[src/rtl/jtag_pkg.sv]
// TAP controller state encoding and instruction constants shared by the JTAG TAP blocks.
package jtag_pkg;

  typedef enum logic [3:0] {
    EXIT2_DR         = 4'h0,
    EXIT1_DR         = 4'h1,
    SHIFT_DR         = 4'h2,
    PAUSE_DR         = 4'h3,
    SELECT_IR        = 4'h4,
    UPDATE_DR        = 4'h5,
    CAPTURE_DR       = 4'h6,
    SELECT_DR        = 4'h7,
    EXIT2_IR         = 4'h8,
    EXIT1_IR         = 4'h9,
    SHIFT_IR         = 4'hA,
    PAUSE_IR         = 4'hB,
    RUN_IDLE         = 4'hC,
    UPDATE_IR        = 4'hD,
    CAPTURE_IR       = 4'hE,
    TEST_LOGIC_RESET = 4'hF
  } tap_state_e;

  localparam int INSTR_IDCODE  = 1;
  // -1 truncates to all-ones at any IR width.
  localparam int INSTR_BYPASS  = -1;
  localparam int INSTR_DR_BASE = 2;

endpackage

[src/rtl/jtag_sync_edge.sv]
// Two-flop synchroniser for an asynchronous pin with a third flop for
// one-clk rise/fall pulses.
module jtag_sync_edge (
  input  logic clk,
  input  logic rst,
  input  logic din,
  output logic dout,
  output logic rise,
  output logic fall
);

  logic s1, s2, s3;

  always_ff @(posedge clk) begin
    if (rst) begin
      s1 <= 1'b0;
      s2 <= 1'b0;
      s3 <= 1'b0;
    end else begin
      s1 <= din;
      s2 <= s1;
      s3 <= s2;
    end
  end

  assign dout = s2;
  assign rise = s2 & ~s3;
  assign fall = ~s2 & s3;

endmodule

[src/rtl/jtag_tap_core.sv]
// IEEE 1149.1 TAP in the clk domain: pin synchronisers, TAP controller, IR,
// BYPASS, IDCODE and NUM_DR user data registers with update shadows.
//
// state            | meaning
// TEST_LOGIC_RESET | idle in reset, IR forced to IDCODE
// RUN_IDLE         | idle between scans
// SELECT_DR/IR     | choose DR or IR column
// CAPTURE_DR/IR    | parallel load of selected shift register
// SHIFT_DR/IR      | serial shift, LSB first, TDO driven
// EXIT1/PAUSE/EXIT2| shift suspended
// UPDATE_DR/IR     | shadow register / IR loaded on tck fall
module jtag_tap_core
  import jtag_pkg::*;
#(
  parameter int          IR_WIDTH     = 5,
  parameter int          DR_WIDTH     = 32,
  parameter int          NUM_DR       = 2,
  parameter logic [31:0] IDCODE_VALUE = 32'h00000001
) (
  input  logic                         clk,
  input  logic                         rst,
  input  logic                         jtag_tck,
  input  logic                         jtag_tms,
  input  logic                         jtag_tdi,
  output logic                         jtag_tdo,
  output logic                         jtag_tdo_en,
  output logic [IR_WIDTH-1:0]          ir_value,
  input  logic [NUM_DR*DR_WIDTH-1:0]   dr_capture_data,
  output logic [NUM_DR*DR_WIDTH-1:0]   dr_update_data,
  output logic [NUM_DR-1:0]            dr_update_strobe
);

  localparam logic [IR_WIDTH-1:0] IR_IDCODE  = IR_WIDTH'(INSTR_IDCODE);
  localparam logic [IR_WIDTH-1:0] IR_CAPTURE = IR_WIDTH'(2'b01);

  logic tck_sync, tck_rise, tck_fall;
  logic tms_s1, tms_sync, tdi_s1, tdi_sync;

  jtag_sync_edge u_tck_sync (
    .clk  (clk),
    .rst  (rst),
    .din  (jtag_tck),
    .dout (tck_sync),
    .rise (tck_rise),
    .fall (tck_fall)
  );

  always_ff @(posedge clk) begin
    if (rst) begin
      tms_s1   <= 1'b0;
      tms_sync <= 1'b0;
      tdi_s1   <= 1'b0;
      tdi_sync <= 1'b0;
    end else begin
      tms_s1   <= jtag_tms;
      tms_sync <= tms_s1;
      tdi_s1   <= jtag_tdi;
      tdi_sync <= tdi_s1;
    end
  end

  tap_state_e state, state_next;

  always_ff @(posedge clk) begin
    if (rst)           state <= TEST_LOGIC_RESET;
    else if (tck_rise) state <= state_next;
  end

  always_comb begin
    state_next = state;
    unique case (state)
      TEST_LOGIC_RESET: state_next = tms_sync ? TEST_LOGIC_RESET : RUN_IDLE;
      RUN_IDLE:         state_next = tms_sync ? SELECT_DR  : RUN_IDLE;
      SELECT_DR:        state_next = tms_sync ? SELECT_IR  : CAPTURE_DR;
      CAPTURE_DR:       state_next = tms_sync ? EXIT1_DR   : SHIFT_DR;
      SHIFT_DR:         state_next = tms_sync ? EXIT1_DR   : SHIFT_DR;
      EXIT1_DR:         state_next = tms_sync ? UPDATE_DR  : PAUSE_DR;
      PAUSE_DR:         state_next = tms_sync ? EXIT2_DR   : PAUSE_DR;
      EXIT2_DR:         state_next = tms_sync ? UPDATE_DR  : SHIFT_DR;
      UPDATE_DR:        state_next = tms_sync ? SELECT_DR  : RUN_IDLE;
      SELECT_IR:        state_next = tms_sync ? TEST_LOGIC_RESET : CAPTURE_IR;
      CAPTURE_IR:       state_next = tms_sync ? EXIT1_IR   : SHIFT_IR;
      SHIFT_IR:         state_next = tms_sync ? EXIT1_IR   : SHIFT_IR;
      EXIT1_IR:         state_next = tms_sync ? UPDATE_IR  : PAUSE_IR;
      PAUSE_IR:         state_next = tms_sync ? EXIT2_IR   : PAUSE_IR;
      EXIT2_IR:         state_next = tms_sync ? UPDATE_IR  : SHIFT_IR;
      UPDATE_IR:        state_next = tms_sync ? SELECT_DR  : RUN_IDLE;
      default:          state_next = TEST_LOGIC_RESET;
    endcase
  end

  logic is_tlr, is_capture_dr, is_shift_dr, is_update_dr;
  logic is_capture_ir, is_shift_ir, is_update_ir;

  always_comb begin
    is_tlr        = (state == TEST_LOGIC_RESET);
    is_capture_dr = (state == CAPTURE_DR);
    is_shift_dr   = (state == SHIFT_DR);
    is_update_dr  = (state == UPDATE_DR);
    is_capture_ir = (state == CAPTURE_IR);
    is_shift_ir   = (state == SHIFT_IR);
    is_update_ir  = (state == UPDATE_IR);
  end

  logic [IR_WIDTH-1:0] ir_sr;
  logic [31:0]         idcode_sr;
  logic                bypass_sr;
  logic [DR_WIDTH-1:0] user_sr [NUM_DR];
  logic                sel_idcode, sel_bypass;
  logic [NUM_DR-1:0]   sel_user;
  logic                dr_lsb;

  always_comb begin
    sel_idcode = (ir_value == IR_IDCODE);
    for (int k = 0; k < NUM_DR; k++)
      sel_user[k] = (ir_value == IR_WIDTH'(INSTR_DR_BASE + k));
    // Zero and every unassigned opcode fall back to BYPASS.
    sel_bypass = ~sel_idcode & ~(|sel_user);
  end

  always_comb begin
    dr_lsb = bypass_sr;
    if (sel_idcode) dr_lsb = idcode_sr[0];
    for (int k = 0; k < NUM_DR; k++)
      if (sel_user[k]) dr_lsb = user_sr[k][0];
  end

  function automatic logic [DR_WIDTH-1:0] shift_in(logic [DR_WIDTH-1:0] v, logic b);
    logic [DR_WIDTH:0] t;
    t = {b, v};
    return t[DR_WIDTH:1];
  endfunction

  always_ff @(posedge clk) begin
    if (rst) begin
      ir_sr            <= '0;
      idcode_sr        <= '0;
      bypass_sr        <= 1'b0;
      for (int k = 0; k < NUM_DR; k++) user_sr[k] <= '0;
      ir_value         <= IR_IDCODE;
      dr_update_data   <= '0;
      dr_update_strobe <= '0;
      jtag_tdo         <= 1'b0;
      jtag_tdo_en      <= 1'b0;
    end else begin
      dr_update_strobe <= '0;
      if (tck_rise) begin
        if (is_capture_ir) ir_sr <= IR_CAPTURE;
        if (is_shift_ir)   ir_sr <= {tdi_sync, ir_sr[IR_WIDTH-1:1]};
        if (sel_idcode && is_capture_dr) idcode_sr <= IDCODE_VALUE;
        if (sel_idcode && is_shift_dr)   idcode_sr <= {tdi_sync, idcode_sr[31:1]};
        if (sel_bypass && is_capture_dr) bypass_sr <= 1'b0;
        if (sel_bypass && is_shift_dr)   bypass_sr <= tdi_sync;
        for (int k = 0; k < NUM_DR; k++) begin
          if (sel_user[k] && is_capture_dr)
            user_sr[k] <= dr_capture_data[k*DR_WIDTH +: DR_WIDTH];
          if (sel_user[k] && is_shift_dr)
            user_sr[k] <= shift_in(user_sr[k], tdi_sync);
        end
      end
      if (tck_fall) begin
        jtag_tdo_en <= is_shift_dr | is_shift_ir;
        if (is_shift_ir)      jtag_tdo <= ir_sr[0];
        else if (is_shift_dr) jtag_tdo <= dr_lsb;
        if (is_update_ir) ir_value <= ir_sr;
        for (int k = 0; k < NUM_DR; k++) begin
          if (is_update_dr && sel_user[k]) begin
            dr_update_data[k*DR_WIDTH +: DR_WIDTH] <= user_sr[k];
            dr_update_strobe[k]                    <= 1'b1;
          end
        end
      end
      if (is_tlr) ir_value <= IR_IDCODE;
    end
  end

endmodule

[config.mk]
export PLATFORM = sky130hd
export DESIGN_NAME = jtag_tap_core
export DESIGN_NICKNAME = d
export VERILOG_FILES = /design/src/rtl/jtag_pkg.sv /design/src/rtl/jtag_sync_edge.sv /design/src/rtl/jtag_tap_core.sv
export SDC_FILE = /design/constraint.sdc
export NUM_CORES = 1
export LEC_CHECK = 0
export ABC_AREA = 0
export CAP_MARGIN = 15
export CORE_MARGIN = 2
export CORE_UTILIZATION = 40
export CTS_CLUSTER_SIZE = 12
export DETAILED_ROUTE_END_ITERATION = 16
export RECOVER_POWER = 50
export SETUP_SLACK_MARGIN = 0.2
export SLEW_MARGIN = 25
export SYNTH_ARGS = -nofsm -noshare
export SYNTH_HDL_FRONTEND = slang
export SYNTH_SLANG_ARGS = --single-unit
[constraint.sdc]
create_clock -name clk -period 9.4 [get_ports clk]
set_input_delay 1.88 -clock clk [delete_from_list [all_inputs] [get_ports clk]]
set_output_delay 1.88 -clock clk [all_outputs]
set_load 0.02 [all_outputs]
==> flow_summary.toml, run 1 <==
[timing]
clock_skew_ns = 0.01095
hold_viol_final = 0
period_needed_ns = 5.961
setup_viol = 0
rsz0062_at_grt = "no"
final_max_slew_viol_count = 169
tns_ns = 0
slew_headroom_pct = -138.3
hold_slack_ns = 0.4360
max_freq_ghz = 0.1677
worst-slew-pin-transition_ns = 3.575
finalCritPeriodShare_pct = 63.42

[logic_synthesis]
seq_area_frac_synth_pct = 59.36
async_flop_share_pct = 0
synth_cells = 668
ys_ff_latch = 186
netlist_area_um2 = 7352
synthDistinctLibCells = 39
synth_fp_nets = 737
synth_ff_type = "dfxtp_1"
synth.avg_cell_area_um2 = 11.01
synth_edf_count = 64
ys_warn_count = 0

[global_route]
first_global_vias = 5303
grt_max_degree = 78
grt_pass1_wl_um = 27370
grt_overflow = 0
antenna_found_initial = 0
grt_use_total_pct = 17.34

[routing]
drc = 0
ant_nets = 0
avgViaCountPerCell = 5.200
routed_wl_um = 16950
dr.pass1.iters = 4
avgRoutedWirePerCell_um = 16.49
vias = 5346
drtIter0Drc = 273

[final_layout]
area_delta_synth_final_pct = 29.12
seqCellArea_um2 = 4364
multi_input_area_um2 = 2755
fin_nets = 855
fillers = 1616
diodes = 0
drive_gt1_share_pct = 6.133
design_area_um2 = 9493

[placement]
place_congestion = 0.8052
hpwl_um = 10760
placed_cell_area_um2 = 8932
io_buffers = 141

[setup_path]
arrival_ns = 6.12
r2r-end = "user_sr[1][0]"
r2r_cells = 4
crit_path_end_kind = "register"
critPathMaxFanout = 77
cp.required_ns = 9.56
r2r_setup_slack_ns = 5.17
r2r_start = "state[0]"
crit_path_start_kind = "primary input"
criticalPathCategory = "primary input to register"

[floorplanning]
die_h_um = 139.6
pin_count = 142
design.core.area_um2 = 18020
start_util_pct = 40.79
die_w_um = 139.6
rows = 49
dieArea_um2 = 19480

[clock_network]
clk_pin_slew_ns = 0.06
cts_resized = 0
clk_latency_ns = 0.43
root_buffer = "clkbuf_16"
cts_sinks = 186
ctsHoldBuffers = 0
htree_levels = 4
cts_buffers = 17
clockBufferDepth = 2
cts_tree = "yes"
post_cts_buffers = 0

[power_and_ir_drop]
powerDensity_nw_per_um2 = 173.1
p_leak_nw = 3.441
vdd_drop_max_v = 0.0001215

[min_path]
whs_endpoint = "tdi_sync"
hold_start = "tdi_s1"
min_path_type = "register to register"
min_path_cells = 1

[flow_run]
maxCapViolations = 4

[status]
status = "finished, violations left"
violations = "max-capacitance violations, max-slew violations"
## cells in the mapped netlist, types with 2 or more instances
| master | count | area (µm²) |
|---|---|---|
| o21ai_0 | 7 | 35.03 |
| nor2b_1 | 10 | 62.56 |
| nor3_1 | 6 | 30.03 |
| buf_4 | 8 | 60.06 |
| or3b_2 | 3 | 26.28 |
| and2_1 | 2 | 12.51 |
| or4b_1 | 3 | 30.03 |
| or2_2 | 2 | 12.51 |
| nand2b_1 | 4 | 25.02 |
| clkbuf_1 | 32 | 120.1 |
| nand3_1 | 41 | 205.2 |
| dfxtp_1 | 122 | 2442 |
| a22o_1 | 32 | 280.3 |
| nor4_4 | 2 | 42.54 |
| inv_1 | 6 | 22.52 |
| nand3b_1 | 2 | 15.01 |
| edfxtp_1 | 64 | 1922 |
| mux2i_1 | 101 | 1011 |
| or4_1 | 4 | 30.03 |
| nor2_1 | 105 | 394.1 |
| o31ai_1 | 2 | 15.01 |
| nor4_1 | 2 | 12.51 |
| nand2_1 | 44 | 165.2 |
| buf_6 | 3 | 33.78 |
| a21oi_1 | 40 | 200.2 |
| buf_2 | 8 | 40.04 |
## placed cells by master, fill, tap and decap left out, types with 4 or more instances in the layout
cell type	instances
a21oi_1	40
a22o_1	32
buf_4	6
clkbuf_1	9
clkbuf_16	17
clkdlybuf4s50_1	140
dfxtp_1	122
edfxtp_1	64
inv_1	6
mux2i_1	101
nand2_1	44
nand2b_1	4
nand3_1	41
nor2_1	105
nor2b_1	10
nor3_1	5
o21ai_0	7
## layout make-up
cell class / count / share of cell area, %
multi-input cells: 425 / 29.02
flip-flops and latches: 186 / 45.97
clock buffers: 25 / 5.114
clock inverters: 7 / 1.239
well taps: 229 / 3.018
repair buffers: 150 / 15.39
inverters: 6 / 0.2372
## critical path, cell delays in order
cell,delay (ns)
clkbuf_1,1.37
clkbuf_1,2.59
nor2_1,0.18
## power breakdown
group	total [mW]	internal, mW	leakage [nW]	switching [mW]
clock	0.731	0.440	0.284	0.291
combinational	0.0596	0.0324	1.51	0.0272
sequential	0.852	0.842	1.64	0.00999
## logic make-up after synthesis
group           synth area share, %
simple gates                  14.82
flops                         59.36
mux                           13.75
compound gates                8.305
buf+inv                       3.761
## worst max path at each step
stage          depth (start not counted)        start                  to  slack [ns]
2_1_floorplan                          4  ir_value[1]       user_sr[0][0]        5.27
3_3_place_gp                           6          rst       user_sr[0][7]        5.43
3_5_place_dp                           6          rst      user_sr[0][21]        5.38
4_1_cts                                1  ir_value[0]         ir_value[0]        5.71
5_1_grt                                3          rst  dr_update_data[32]        3.04
6_report                               3          rst  dr_update_data[49]        3.44
## per-layer routing
metal  vias up  routed length, µm  track usage, %
met5         -                  0               0
met4         0                309           6.421
met2       127               7570           26.88
met3        24               1047           5.196
met1      2588               8026           23.07
li1       2607                  -               -
## metrics by stage
stage               utilization [%]  std cells  setup slack (ns)  total power [mW]
global route                  52.67       1028             3.042             1.702
global placement              49.40        995             5.431            0.9285
finish                        52.67       1028             3.439             1.643
CTS                           52.90       1028             5.705             1.663
detailed placement            49.56        996             5.377            0.9311
floorplan                         -        668             5.269            0.8903
## state kept, by name, summed over array words and instances, names as in the netlist
name              flops
tdi_sync              1
jtag_tdo              1
idcode_sr            32
tms_s1                1
bypass_sr             1
ir_sr                 5
u_tck_sync.s1         1
user_sr              64
state                 4
tms_sync              1
dr_update_strobe      2
jtag_tdo_en           1
dr_update_data       64
ir_value              5
tdi_s1                1
u_tck_sync.s3         1
u_tck_sync.dout       1
(Power assumes the default switching activity.)
==> run 2: changes to the inputs <==
--- a/config.mk
+++ b/config.mk
@@ -11,6 +11,7 @@
 export CORE_UTILIZATION = 40
 export CTS_CLUSTER_SIZE = 12
 export DETAILED_ROUTE_END_ITERATION = 16
+export PLACE_DENSITY = 0.67
 export RECOVER_POWER = 50
 export SETUP_SLACK_MARGIN = 0.2
 export SLEW_MARGIN = 25
==> constraint.sdc (replaced) <==
create_clock -name clk -period 5.3 [get_ports clk]
set_input_delay 1.06 -clock clk [delete_from_list [all_inputs] [get_ports clk]]
set_output_delay 1.06 -clock clk [all_outputs]
set_load 0.02 [all_outputs]
==> run 2 against run 1 <==
  * The run still ends with max-capacitance violations, max-slew violations left
  * Combinational power up 81%
  * First-iteration DRC count up 52%
  * Clock skew up 0.0021 ns
  * Sequential power up 77%
  * Non-clock buffer count unchanged
==> flow_summary.toml, run 2 (synthesized netlist as in run 1, its figures left out) <==
[clock_network]
cts_resized = 0
htree_levels = 4
clockBufferDepth = 2
clk_pin_slew_ns = 0.07
post_cts_buffers = 0
cts_tree = "yes"
cts_buffers = 17
root_buffer = "clkbuf_16"
ctsHoldBuffers = 0
clk_latency_ns = 0.43
cts_sinks = 186

[global_route]
first_global_vias = 5359
grt_overflow = 0
antenna_found_initial = 0
met1_usage_pct = 23.12
grt_use_met2_pct = 27.43
grt-busiest-layer = "met2"
grt_pass1_wl_um = 27410
grt_max_degree = 75
use_met3_pct = 5.609
grt_use_total_pct = 17.37

[final_layout]
diodes = 0
stdcell_count = 1028
reg_top3 = "dr_update_data: 64 flops, user_sr: 64 flops, idcode_sr: 32 flops"
final_common_cell = "dfxtp_1"
drive_gt1_share_pct = 6.383
area_delta_synth_final_pct = 29.51
design_area_um2 = 9522
final_cell_mix = "dfxtp_1 (122), nor2_1 (105), mux2i_1 (101)"
final_util_pct = 52.83
fin_nets = 855

[power_and_ir_drop]
powerDensity_nw_per_um2 = 307.0
p_leak_nw = 3.713
vdd_drop_max_v = 0.0002405

[timing]
rsz0062_at_grt = "no"
final_max_slew_viol_count = 91
hold_slack_ns = 0.4374
period_needed_ns = 3.538
max_freq_ghz = 0.2826
finalCritPeriodShare_pct = 66.76
worst-slew-pin-transition_ns = 2.351
tns_ns = 0
setup_viol = 0
clock_skew_ns = 0.01304
hold_viol_final = 0
slew_headroom_pct = -58.42

[min_path]
min_path_type = "register to register"
hold_start = "tdi_s1"

[routing]
drc = 0
avgRoutedWirePerCell_um = 16.24
drtIter0Drc = 416
dr.pass1.iters = 5
routed_wl_um = 16700
ant_nets = 0
avgViaCountPerCell = 5.191
vias = 5336

[placement]
place_congestion = 0.7615
io_buffers = 141
hpwl_um = 10730
placed_cell_area_um2 = 8905
place_inst = 995

[setup_path]
r2r_start = "state[0]"
cp-startpoint = "state[0]"
cpMaxStageDelayCell = "o21ai_0"
crit_path_start_kind = "register"
max_stage_delay_ns = 1.81
cp_cell_sequence = "or2_2 > or2_0 > o21ai_0 > buf_16"
critPathTopFamily = "compound AO/OA/AOI/OAI gates"
critPathMaxFanout = 20
arrival_ns = 3.67
criticalPathCategory = "register to register"
crit_path_end_kind = "register"
cp.buffers_inverters = 1
cp.required_ns = 5.43

[floorplanning]
start_util_pct = 40.79
rows = 49
die_h_um = 139.6
design.core.area_um2 = 18020
die_w_um = 139.6
pin_count = 142
dieArea_um2 = 19480

[status]
status = "finished, violations left"
violations = "max-capacitance violations, max-slew violations"

[flow_run]
maxCapViolations = 3
==> run 2: worst paths after layout <==
kind / endpoint / slack [ns] / cells past startpoint
worst max register to register: user_sr[1][19] / 1.76 / 4
worst min-delay path: tdi_sync / 0.44 / 1
worst min register to register: tdi_sync / 0.44 / 1
worst max-delay path: user_sr[1][19] / 1.76 / 4
==> run 2: stage by stage <==
stage	setup slack, ns	total power [mW]
floorplan	1.169	1.579
global placement	2.052	1.646
detailed placement	2.004	1.648
CTS	2.249	2.953
global route	1.521	3.016
finish	1.762	2.923
==> run 2: worst reg2reg max path, delay by kind of cell, from the launching register on <==
kind | cells | cell delay (ns)
flops | 1 | 0.43
buf+inv | 1 | 0.23
compound gates | 1 | 1.82
simple gates | 2 | 0.76
==> run 2: final cells by class <==
cell class                 count  area (µm²)
fill                        1561        8503
sequential                   186        4364
multi-input combinational    425        2746
timing repair buffer         150        1485
clock buffer                  18       429.2
tap                          229       286.5
clock inverter                14       187.7
inverter                       6       22.52
==> run 2: metal layers <==
layer	up-vias	part of all wire (%)
met3	23	5.9
met2	148	47
met4	0	1.2
met5	-	0
li1	2599	-
met1	2566	46
==> run 2: report_power, final <==
group	internal, mW	total, mW	switching (mW)
Clock	0.717	1.30	0.588
Combinational	0.0601	0.108	0.0481
Sequential	1.49	1.51	0.0181
Total	2.27	2.92	0.654
